==> src/rtl/pkt_loader_pkg.sv <==
// pkt_loader_pkg: definitions shared by the packet ingress sequencer and the packet buffer.
//   PKT_BEATS / PKT_BYTES : buffer geometry, the single source for both sides
//   state_e               : sequencer state encoding
package pkt_loader_pkg;

    localparam int unsigned PKT_BEATS = 16;
    localparam int unsigned PKT_BYTES = 128;

    typedef enum logic [2:0] {
        StIdle,
        StFill,
        StDrain,
        StLoad,
        StStart,
        StWait
    } state_e;

endpackage

==> src/rtl/pkt_loader_if.sv <==
// pkt_loader_if: bundle of the ingress stream, buffer load and core handshake signals.
//   s_valid/s_ready/s_data/s_last : ingress beat stream
//   buf_load/buf_data             : load strobe and assembled image to the packet buffer
//   core_start/core_done          : packet hand-off to and release from the core
//   pkt_beats/pkt_trunc/pkt_count : status of the current packet and completed-packet count
// Modports: slave = the loader itself, master = its environment (upstream, buffer, core).
interface pkt_loader_if import pkt_loader_pkg::*; #(
    parameter int unsigned DATA_W    = PKT_BYTES * 8 / PKT_BEATS,
    parameter int unsigned NUM_BEATS = PKT_BEATS,
    parameter int unsigned CNT_W     = 32
);
    localparam int unsigned BUF_W      = DATA_W * NUM_BEATS;
    localparam int unsigned BEAT_IDX_W = $clog2(NUM_BEATS) + 1;

    logic                  s_valid;
    logic                  s_ready;
    logic [DATA_W-1:0]     s_data;
    logic                  s_last;
    logic                  buf_load;
    logic [BUF_W-1:0]      buf_data;
    logic                  core_start;
    logic                  core_done;
    logic [BEAT_IDX_W-1:0] pkt_beats;
    logic                  pkt_trunc;
    logic [CNT_W-1:0]      pkt_count;

    modport slave (
        input  s_valid, s_data, s_last, core_done,
        output s_ready, buf_load, buf_data, core_start, pkt_beats, pkt_trunc, pkt_count
    );

    modport master (
        output s_valid, s_data, s_last, core_done,
        input  s_ready, buf_load, buf_data, core_start, pkt_beats, pkt_trunc, pkt_count
    );

endinterface

==> src/rtl/pkt_assembler.sv <==
// pkt_assembler: lane register that assembles ingress beats into one buffer image.
//   clk, rst   : clock, synchronous active-high reset
//   wr_en      : store wr_data into the next lane (accepted beat in IDLE or FILL)
//   first      : this beat starts a new packet (clears lanes, restarts counter)
//   last       : the beat carries s_last
//   wr_data    : beat payload
//   buf_data   : assembled image (registered)
//   beats      : lanes written for the current packet, saturating at NUM_BEATS
//   trunc      : packet filled every lane without s_last
//   last_lane  : the next write lands in lane NUM_BEATS-1
module pkt_assembler import pkt_loader_pkg::*; #(
    parameter int unsigned DATA_W    = 64,
    parameter int unsigned NUM_BEATS = PKT_BEATS
) (
    input  logic                                 clk,
    input  logic                                 rst,
    input  logic                                 wr_en,
    input  logic                                 first,
    input  logic                                 last,
    input  logic [DATA_W-1:0]                    wr_data,
    output logic [DATA_W*NUM_BEATS-1:0]          buf_data,
    output logic [$clog2(NUM_BEATS):0]           beats,
    output logic                                 trunc,
    output logic                                 last_lane
);
    localparam int unsigned BUF_W      = DATA_W * NUM_BEATS;
    localparam int unsigned BEAT_IDX_W = $clog2(NUM_BEATS) + 1;
    localparam logic [BEAT_IDX_W-1:0] LAST_LANE = BEAT_IDX_W'(NUM_BEATS - 1);
    localparam logic [BEAT_IDX_W-1:0] FULL_CNT  = BEAT_IDX_W'(NUM_BEATS);

    logic [BUF_W-1:0]      buf_q, buf_d;
    logic [BEAT_IDX_W-1:0] beats_q, beats_d;
    logic                  trunc_q, trunc_d;
    logic [BEAT_IDX_W-1:0] lane_idx;
    logic [NUM_BEATS-1:0]  lane_we;

    // A saturated counter matches no lane, so nothing past the last lane is written.
    assign lane_idx  = first ? '0 : beats_q;
    assign last_lane = (beats_q == LAST_LANE);

    always_comb begin
        lane_we = '0;
        for (int k = 0; k < NUM_BEATS; k++) begin
            lane_we[k] = wr_en && (lane_idx == BEAT_IDX_W'(k));
        end
    end

    always_comb begin
        buf_d   = (wr_en && first) ? '0 : buf_q;
        beats_d = beats_q;
        trunc_d = trunc_q;
        for (int k = 0; k < NUM_BEATS; k++) begin
            if (lane_we[k]) begin
                buf_d[k*DATA_W +: DATA_W] = wr_data;
            end
        end
        if (wr_en) begin
            if (first) begin
                beats_d = BEAT_IDX_W'(1);
                trunc_d = 1'b0;
            end else if (beats_q != FULL_CNT) begin
                beats_d = beats_q + BEAT_IDX_W'(1);
                if (!last && beats_q == LAST_LANE) begin
                    trunc_d = 1'b1;
                end
            end
        end
    end

    always_ff @(posedge clk) begin
        if (rst) begin
            buf_q   <= '0;
            beats_q <= '0;
            trunc_q <= 1'b0;
        end else begin
            buf_q   <= buf_d;
            beats_q <= beats_d;
            trunc_q <= trunc_d;
        end
    end

    assign buf_data = buf_q;
    assign beats    = beats_q;
    assign trunc    = trunc_q;

endmodule

==> src/rtl/pkt_loader.sv <==
// pkt_loader: ingress sequencer for the packet buffer. Collects a packet of beats, pulses
// the buffer load strobe, starts the core and blocks ingress until the core is done.
//   clk, rst : clock, synchronous active-high reset
//   bus      : pkt_loader_if slave port (ingress stream, buffer load, core handshake, status)
module pkt_loader import pkt_loader_pkg::*; #(
    parameter int unsigned DATA_W    = 64,
    parameter int unsigned NUM_BEATS = PKT_BEATS,
    parameter int unsigned CNT_W     = 32
) (
    input  logic       clk,
    input  logic       rst,
    pkt_loader_if.slave bus
);
    state_e           state_q, state_d;
    logic             accept;
    logic             wr_en;
    logic             first;
    logic             last_lane;
    logic             buf_load_q;
    logic             core_start_q;
    logic [CNT_W-1:0] pkt_count_q;

    // Ready depends on state only, never on s_valid.
    assign bus.s_ready = (state_q == StIdle) || (state_q == StFill) || (state_q == StDrain);
    assign accept      = bus.s_valid && bus.s_ready;
    assign first       = (state_q == StIdle);
    assign wr_en       = accept && ((state_q == StIdle) || (state_q == StFill));

    always_comb begin
        state_d = state_q;
        unique case (state_q)
            StIdle: begin
                if (accept) begin
                    state_d = bus.s_last ? StLoad : StFill;
                end
            end
            StFill: begin
                if (accept) begin
                    if (bus.s_last) begin
                        state_d = StLoad;
                    end else if (last_lane) begin
                        state_d = StDrain;
                    end
                end
            end
            StDrain: begin
                if (accept && bus.s_last) begin
                    state_d = StLoad;
                end
            end
            StLoad:  state_d = StStart;
            StStart: state_d = StWait;
            StWait: begin
                if (bus.core_done) begin
                    state_d = StIdle;
                end
            end
            default: state_d = StIdle;
        endcase
    end

    always_ff @(posedge clk) begin
        if (rst) begin
            state_q      <= StIdle;
            buf_load_q   <= 1'b0;
            core_start_q <= 1'b0;
            pkt_count_q  <= '0;
        end else begin
            state_q      <= state_d;
            // Strobes are registered copies of the state being entered.
            buf_load_q   <= (state_d == StLoad);
            core_start_q <= (state_d == StStart);
            if (state_q == StWait && bus.core_done) begin
                pkt_count_q <= pkt_count_q + CNT_W'(1);
            end
        end
    end

    pkt_assembler #(
        .DATA_W    (DATA_W),
        .NUM_BEATS (NUM_BEATS)
    ) u_assembler (
        .clk       (clk),
        .rst       (rst),
        .wr_en     (wr_en),
        .first     (first),
        .last      (bus.s_last),
        .wr_data   (bus.s_data),
        .buf_data  (bus.buf_data),
        .beats     (bus.pkt_beats),
        .trunc     (bus.pkt_trunc),
        .last_lane (last_lane)
    );

    assign bus.buf_load   = buf_load_q;
    assign bus.core_start = core_start_q;
    assign bus.pkt_count  = pkt_count_q;

endmodule

==> src/flat_wrapper.sv <==
// flat-port wrapper written by rule: the top's interface ports become plain ports
module pkt_loader_flat import pkt_loader_pkg::*;
#(
    parameter int unsigned DATA_W    = 64,
    parameter int unsigned NUM_BEATS = PKT_BEATS,
    parameter int unsigned CNT_W     = 32
)
  (clk, rst, bus_s_valid, bus_s_data, bus_s_last, bus_core_done, bus_s_ready, bus_buf_load, bus_buf_data, bus_core_start, bus_pkt_beats, bus_pkt_trunc, bus_pkt_count);
  pkt_loader_if #(.DATA_W(DATA_W), .NUM_BEATS(NUM_BEATS), .CNT_W(CNT_W)) bus_i ();
  input  logic clk;
  input  logic rst;
  input wire logic [$bits(bus_i.s_valid)-1:0] bus_s_valid;
  input wire logic [$bits(bus_i.s_data)-1:0] bus_s_data;
  input wire logic [$bits(bus_i.s_last)-1:0] bus_s_last;
  input wire logic [$bits(bus_i.core_done)-1:0] bus_core_done;
  output wire logic [$bits(bus_i.s_ready)-1:0] bus_s_ready;
  output wire logic [$bits(bus_i.buf_load)-1:0] bus_buf_load;
  output wire logic [$bits(bus_i.buf_data)-1:0] bus_buf_data;
  output wire logic [$bits(bus_i.core_start)-1:0] bus_core_start;
  output wire logic [$bits(bus_i.pkt_beats)-1:0] bus_pkt_beats;
  output wire logic [$bits(bus_i.pkt_trunc)-1:0] bus_pkt_trunc;
  output wire logic [$bits(bus_i.pkt_count)-1:0] bus_pkt_count;
  assign bus_i.s_valid = bus_s_valid;
  assign bus_i.s_data = bus_s_data;
  assign bus_i.s_last = bus_s_last;
  assign bus_i.core_done = bus_core_done;
  assign bus_s_ready = bus_i.s_ready;
  assign bus_buf_load = bus_i.buf_load;
  assign bus_buf_data = bus_i.buf_data;
  assign bus_core_start = bus_i.core_start;
  assign bus_pkt_beats = bus_i.pkt_beats;
  assign bus_pkt_trunc = bus_i.pkt_trunc;
  assign bus_pkt_count = bus_i.pkt_count;
  pkt_loader #(.DATA_W(DATA_W), .NUM_BEATS(NUM_BEATS), .CNT_W(CNT_W)) u_core (.clk(clk), .rst(rst), .bus(bus_i));
endmodule
==> config.mk <==
export PLATFORM = sky130hd
export DESIGN_NAME = pkt_loader_flat
export DESIGN_NICKNAME = d
export VERILOG_FILES = /design/src/rtl/pkt_loader_pkg.sv /design/src/rtl/pkt_loader_if.sv /design/src/rtl/pkt_assembler.sv /design/src/rtl/pkt_loader.sv /design/src/flat_wrapper.sv
export SDC_FILE = /design/constraint.sdc
export NUM_CORES = 2
export LEC_CHECK = 0
export ABC_AREA = 1
export BUFFER_PORTS_ARGS = -buffer_cell sky130_fd_sc_hd__buf_4
export CAP_MARGIN = 20
export CORE_AREA = 2 2 447 449
export DETAILED_ROUTE_END_ITERATION = 10
export DIE_AREA = 0 0 449 451
export MAX_ROUTING_LAYER = met4
export PLACE_DENSITY = 0.49
export SKIP_LAST_GASP = 1
export SLEW_MARGIN = 15
export SYNTH_ARGS = -nofsm -noshare
export SYNTH_HDL_FRONTEND = slang
export SYNTH_SLANG_ARGS = --single-unit
export TNS_END_PERCENT = 30
==> constraint.sdc <==
create_clock -name clk -period 2 [get_ports clk]
set_input_delay 0.1 -clock clk [delete_from_list [all_inputs] [get_ports clk]]
set_output_delay 0.1 -clock clk [all_outputs]
set_load 0.005 [all_outputs]
---- After elaboration in Yosys (flattened, before gate mapping) ----
Index checks and enable logic that the tools add are counted.
word-level totals
  output and inout port bits .............. 1065
  logic and storage cells ................. 126
  register bits after elaboration ......... 1067
cells by class
  equal/unequal tests ..................... 24
  reductions and logical operators ........ 47
  mux-type cells .......................... 31
  $add $sub $neg .......................... 2
operators by type and width
  kind                     number
  $mux W1024               1
  $mux W64                 16
  $eq A5 B4 Y1 const B     9
  $reduce_bool A2 Y1       18
  $add A32 B1 Y32 const B  1
  $logic_and A1 B1 Y1      22
  $eq A5 B3 Y1 const B     4
  $mux W3                  6
  $pmux W3 S6              1
  $mux W5                  3
  $eq A5 B2 Y1 const B     2
  $eq A3 B2 Y1 const B     3
  $eq A3 B3 Y1 const B     3
  $add A5 B1 Y5 const B    1
  $eq A5 B1 Y1 const B     1
  $logic_not A5 Y1         1
  $ne A5 B5 Y1 const B     1
  $eq A3 B1 Y1 const B     1
  $logic_not A3 Y1         1
  $mux W1                  3
  $reduce_and A3 Y1        1
  $logic_or A1 B1 Y1       2
  $mux W2                  1
  $reduce_and A2 Y1        1
  $logic_not A1 Y1         1

---- Depth between registers and ports, before layout ----
  depth in word-level cells ............... 8
  gate-level depth with buffers ........... 10
  depth with buffers taken out ............ 10

---- Modules after synthesis ----
A second synthesis with hierarchy kept.
second synthesis, totals
  cell total of the unflattened synthesis .. 5199
  area total of the unflattened synthesis .. 41144.5 µm²
modules (own cells, without submodules)
  module         area an instance (µm²)  times used  seq. area each (µm²)  cells each
  pkt_assembler  38911.1                 1           20619.8               4850
  pkt_loader     2233.4                  1           740.7                 349

---- Worst setup path before layout ----
Ideal clock, no wire load.
  path kind ............................... reg2reg
  start ................................... register u_core.pkt_count_q[1] (netlist: u_core.bus.pkt_count[1])
  end ..................................... register u_core.pkt_count_q[20] (netlist: u_core.bus.pkt_count[20])
  arrival time ............................ 1424 ps
  setup slack ............................. 461 ps
  path buffers ............................ 0
  period minus slack after synthesis ...... 1539 ps
  stages on the path, launching flop included .. 11
  cells stage by stage .................... dfxtp_1 -> ha_1 -> inv_1 -> nor2_1 -> nand2_1 -> nor2_1 -> nand3_1 -> nor2_1 -> nand2_1 -> nand2_1 -> nor2_1
on the way
  longest elaborated chain between the ends .. 1
RTL lines
  element                 RTL line          RTL
  from (decl)             pkt_loader.sv:21  logic [CNT_W-1:0] pkt_count_q;
  from (signal assigned)  pkt_loader.sv:74  pkt_count_q <= pkt_count_q + CNT_W'(1);
  $add A32 B1 Y32         pkt_loader.sv:74
No other way between the ends.
A chain may end at the register's enable or synchronous reset.

---- Worst setup path in the final report ----
  start ................................... register u_core.state_q[2]
  end ..................................... register u_core.u_assembler.buf_q[273] (netlist: u_core.u_assembler.buf_data[273])
on the way
  longest elaborated chain between the ends .. 7
  elaborated cells between the ends (all ways) .. 13
RTL lines
  element                                                           RTL line             RTL
  from (decl)                                                       pkt_loader.sv:14     state_e state_q, state_d;
  from (signal assigned)                                            pkt_loader.sv:64     state_q <= StIdle;
  from (signal assigned)                                            pkt_loader.sv:69     state_q <= state_d;
  parallel branches: the longest is 7 deep, another holds $mux W64  -
  to (signal assigned)                                              pkt_assembler.sv:76  buf_q <= buf_d;
  to (decl)                                                         pkt_assembler.sv:31  logic [BUF_W-1:0] buf_q, buf_d;
Parallel ways; which one is timed is not known.

==> impl_metrics.env <==
export IMPL_synth_area_um2=39700
export IMPL_drc=0
export IMPL_portBuffers=1133
export IMPL_post_place_ws_ns=-0.0397
export IMPL_synth_cell_type_count=32
export IMPL_setup_viol=0
export IMPL_ioPinCount=1134
export IMPL_rsz0062_at_grt="yes"
export IMPL_maxSlewViolCount=0
export IMPL_finClkSkew_ns=0.0420
export IMPL_comb_power_share=0.101
export IMPL_path_class="reg -> reg"
export IMPL_slowest_delay_ns=0.34
export IMPL_cts_made_buffers=130
export IMPL_hold_ws_ns=0.297
export IMPL_syn_to_final_growth_pct=45.2
export IMPL_synth_seq_area_share=0.538
export IMPL_antenna_found_initial=11
export IMPL_final_util=0.291
export IMPL_clockBufferDepth=3
export IMPL_wire_per_inst_um=26.2
export IMPL_mostFrequentLayoutCell="buf_4"
export IMPL_grt_pass1_wl_um=304000
export IMPL_cts_tree="done"
export IMPL_syn_avg_cell_area_um2=7.84
export IMPL_ys_flop_type="dfxtp_1"
export IMPL_syn_nets=5136
export IMPL_worstMarginPinSlew_ns=0.738
export IMPL_firstDrtPassIters=6
export IMPL_nets=6155
export IMPL_vias=41874
export IMPL_crit_path_max_fanout=10
export IMPL_ant_nets=0
export IMPL_die_w_um=449
export IMPL_synth_warnings=0
export IMPL_final_cell_mix="buf_4, nand2_1, dfxtp_1, a21oi_1, nand3_1"
export IMPL_status="finished, final reports clean"
export IMPL_worstPathRequired_ns=2.68
export IMPL_start_util=0.200
export IMPL_synth_compound_area_frac=0.135
export IMPL_switching_share=0.279
export IMPL_first_iter_violations=4476
export IMPL_clkPwrFrac=0.471
export IMPL_routed_wl_um=232000
export IMPL_p_switching_w=0.0141
export IMPL_power_frac_seq=0.428
export IMPL_syn_inst=5063
export IMPL_root_buffer="clkbuf_16"
export IMPL_coreArea_um2=198000
export IMPL_drive_above_1_share=0.266
export IMPL_synth_xor_area_frac=0.00132
export IMPL_slowest_stage="dfxtp_2"
export IMPL_grt_pass1_vias=37934
export IMPL_timing_fmax_mhz=514
export IMPL_p_leak_nw=21.6
export IMPL_cts_sinks=1067
export IMPL_hpwlAfterDp_um=153000
export IMPL_irDropWorstVdd_mv=0.732
export IMPL_synth_simple_gate_area_frac=0.252
export IMPL_crit_chain="nor2_4 -> nand2_4 -> nor2_2 -> nand2_4 -> nor2_4 -> buf_12 -> clkbuf_16 -> nand2_1 -> a21oi_1"
export IMPL_die_height_um=451
export IMPL_setup_slack_ns=0.0548
export IMPL_fp_dieArea_um2=202000
export IMPL_placed_area_um2=51700
export IMPL_stdcell_area_um2=57700
export IMPL_p_per_area_nw_per_um2=877
export IMPL_clock_latency_ns=0.77
export IMPL_ys_seq_elements=1067
export IMPL_path_clk_slew_ns=0.06
export IMPL_finalHoldViolCount=0
export IMPL_row_count=164
export IMPL_crit_arrival_ns=2.63
export IMPL_gp_congestion=0.849
export IMPL_fin_tns_setup_ns=0
export IMPL_grt_total_usage=0.215
export IMPL_slew_limit_headroom=0.508
export IMPL_min_period_over_period=0.973
export IMPL_final_min_clock_period_ns=1.95
export IMPL_gr_total_overflow=0
export IMPL_p_int_w=0.0364
export IMPL_via_per_inst=4.74
export IMPL_max_cap_violations=0
export IMPL_synth_async_sr_flop_share=0
export IMPL_fill_cells=21188
export IMPL_hold_path_class="in -> reg"
export IMPL_synth_fa_ha_area_frac=0.00126
export IMPL_grt_max_degree=137
export IMPL_cp_start_kind="flop"
export IMPL_synth_top_family_by_area="simple AND/OR/NAND/NOR gates"
export IMPL_synth_mux_area_frac=0
export IMPL_end_kind="flop"
export IMPL_h_tree_depth=4
export IMPL_synth_edf_count=0
[cells in the mapped netlist, types with 2 or more instances]
library cell     n  area [um2]
nand3_2          2        20.0
ha_1             4        50.1
nand2_1       1193        4480
o21a_1           3        22.5
buf_4           66         495
nor2_4           9         101
o21ai_0         15        75.1
inv_2           12        45.0
buf_1           14        52.6
clkbuf_1       273        1020
dfxtp_1       1067       21400
nor2_2           6        37.5
nand2_2          3        18.8
nand3_1        983        4920
nor3_1           7        35.0
xor2_1           5        43.8
inv_1           52         195
buf_6            8        90.1
nand4_1         11        68.8
nor2_1          78         293
a21oi_1       1043        5220
buf_2          199         996
[cell families (layout without fill, tap and decap cells)]
| family | after synthesis | after routing |
|---|---|---|
| xor+xnor | 6 | 6 |
| buf+inv | 625 | 1742 |
| flops | 1067 | 1067 |
| other cells | 0 | 4 |
| fa+ha+maj | 4 | 4 |
| simple gates | 2295 | 2295 |
| compound gates | 1066 | 1066 |
[final cells by class]
cell class	count	area [um2]	share of cell area
Antenna cell	4	10.0	0.000174
Clock buffer	193	3820	0.0662
Clock inverter	37	449	0.00779
Inverter	65	307	0.00532
Multi-Input combinational cell	3371	15600	0.271
Sequential cell	1067	21400	0.370
Tap cell	2656	3320	0.0576
Timing Repair Buffer	1447	12800	0.221
[state kept, by name, indices dropped and copies added, names as in the netlist]
name and cells:
u_core.bus.core_start 1, u_core.u_assembler.beats 5, u_core.u_assembler.buf_data 1024, u_core.u_assembler.trunc 1, u_core.bus.pkt_count 32, u_core.bus.buf_load 1, u_core.state_q 3
[worst max-delay path, delay by kind of cell, from the launching register on]
| family | cells | cell delay (ns) |
|---|---|---|
| flops | 1 | 0.34 |
| compound gates | 1 | 0.16 |
| simple gates | 6 | 0.87 |
| buf+inv | 2 | 0.45 |
[final timing paths]
check	slack [ns]	endpoint	startpoint	cells past startpoint
hold / removal	0.30	u_core.u_assembler.trunc	bus_s_last	5
setup / recovery	0.05	u_core.u_assembler.buf_data[273]	u_core.state_q[2]	9
hold reg to reg	0.46	u_core.u_assembler.trunc	u_core.u_assembler.trunc	2
setup reg to reg	0.05	u_core.u_assembler.buf_data[273]	u_core.state_q[2]	9
[stage by stage]
stage / power, W / cells
6_report: 0.0505 / 8840
4_1_cts: 0.0510 / 8804
2_1_floorplan: 0.0242 / 5063
3_3_place_gp: 0.0271 / 8502
3_5_place_dp: 0.0271 / 8502
5_1_grt: 0.0521 / 8837
[routing by layer]
layer  vias to the layer above  GRT usage  wire length (um)
li1                      18955          -                 -
met1                     20423      0.246             89000
met2                      2032      0.354            113000
met3                       464     0.0460             17700
met4                         0      0.108             12200
met5                         -          -                 0
[timing repair]
action / in CTS / in global routing
setup buffers: 2 / 10
pin swaps: 0 / 15
endpoints found under the setup margin: 124 / 630
gates cloned: 1 / 22
endpoints found under the hold margin: 1044 / 0
resized for setup: 2 / 67
hold buffers: 69 / 0
[power groups by stage]
stage	clock [W]	combinational (W)	sequential, W
3_3_place_gp	0	0.00498	0.0221
2_1_floorplan	0	0.00216	0.0221
5_1_grt	0.0251	0.00533	0.0216
6_report	0.0238	0.00511	0.0216
4_1_cts	0.0242	0.00511	0.0216
3_5_place_dp	0	0.00499	0.0221
No activity file was read; power rests on OpenSTA's default activity.
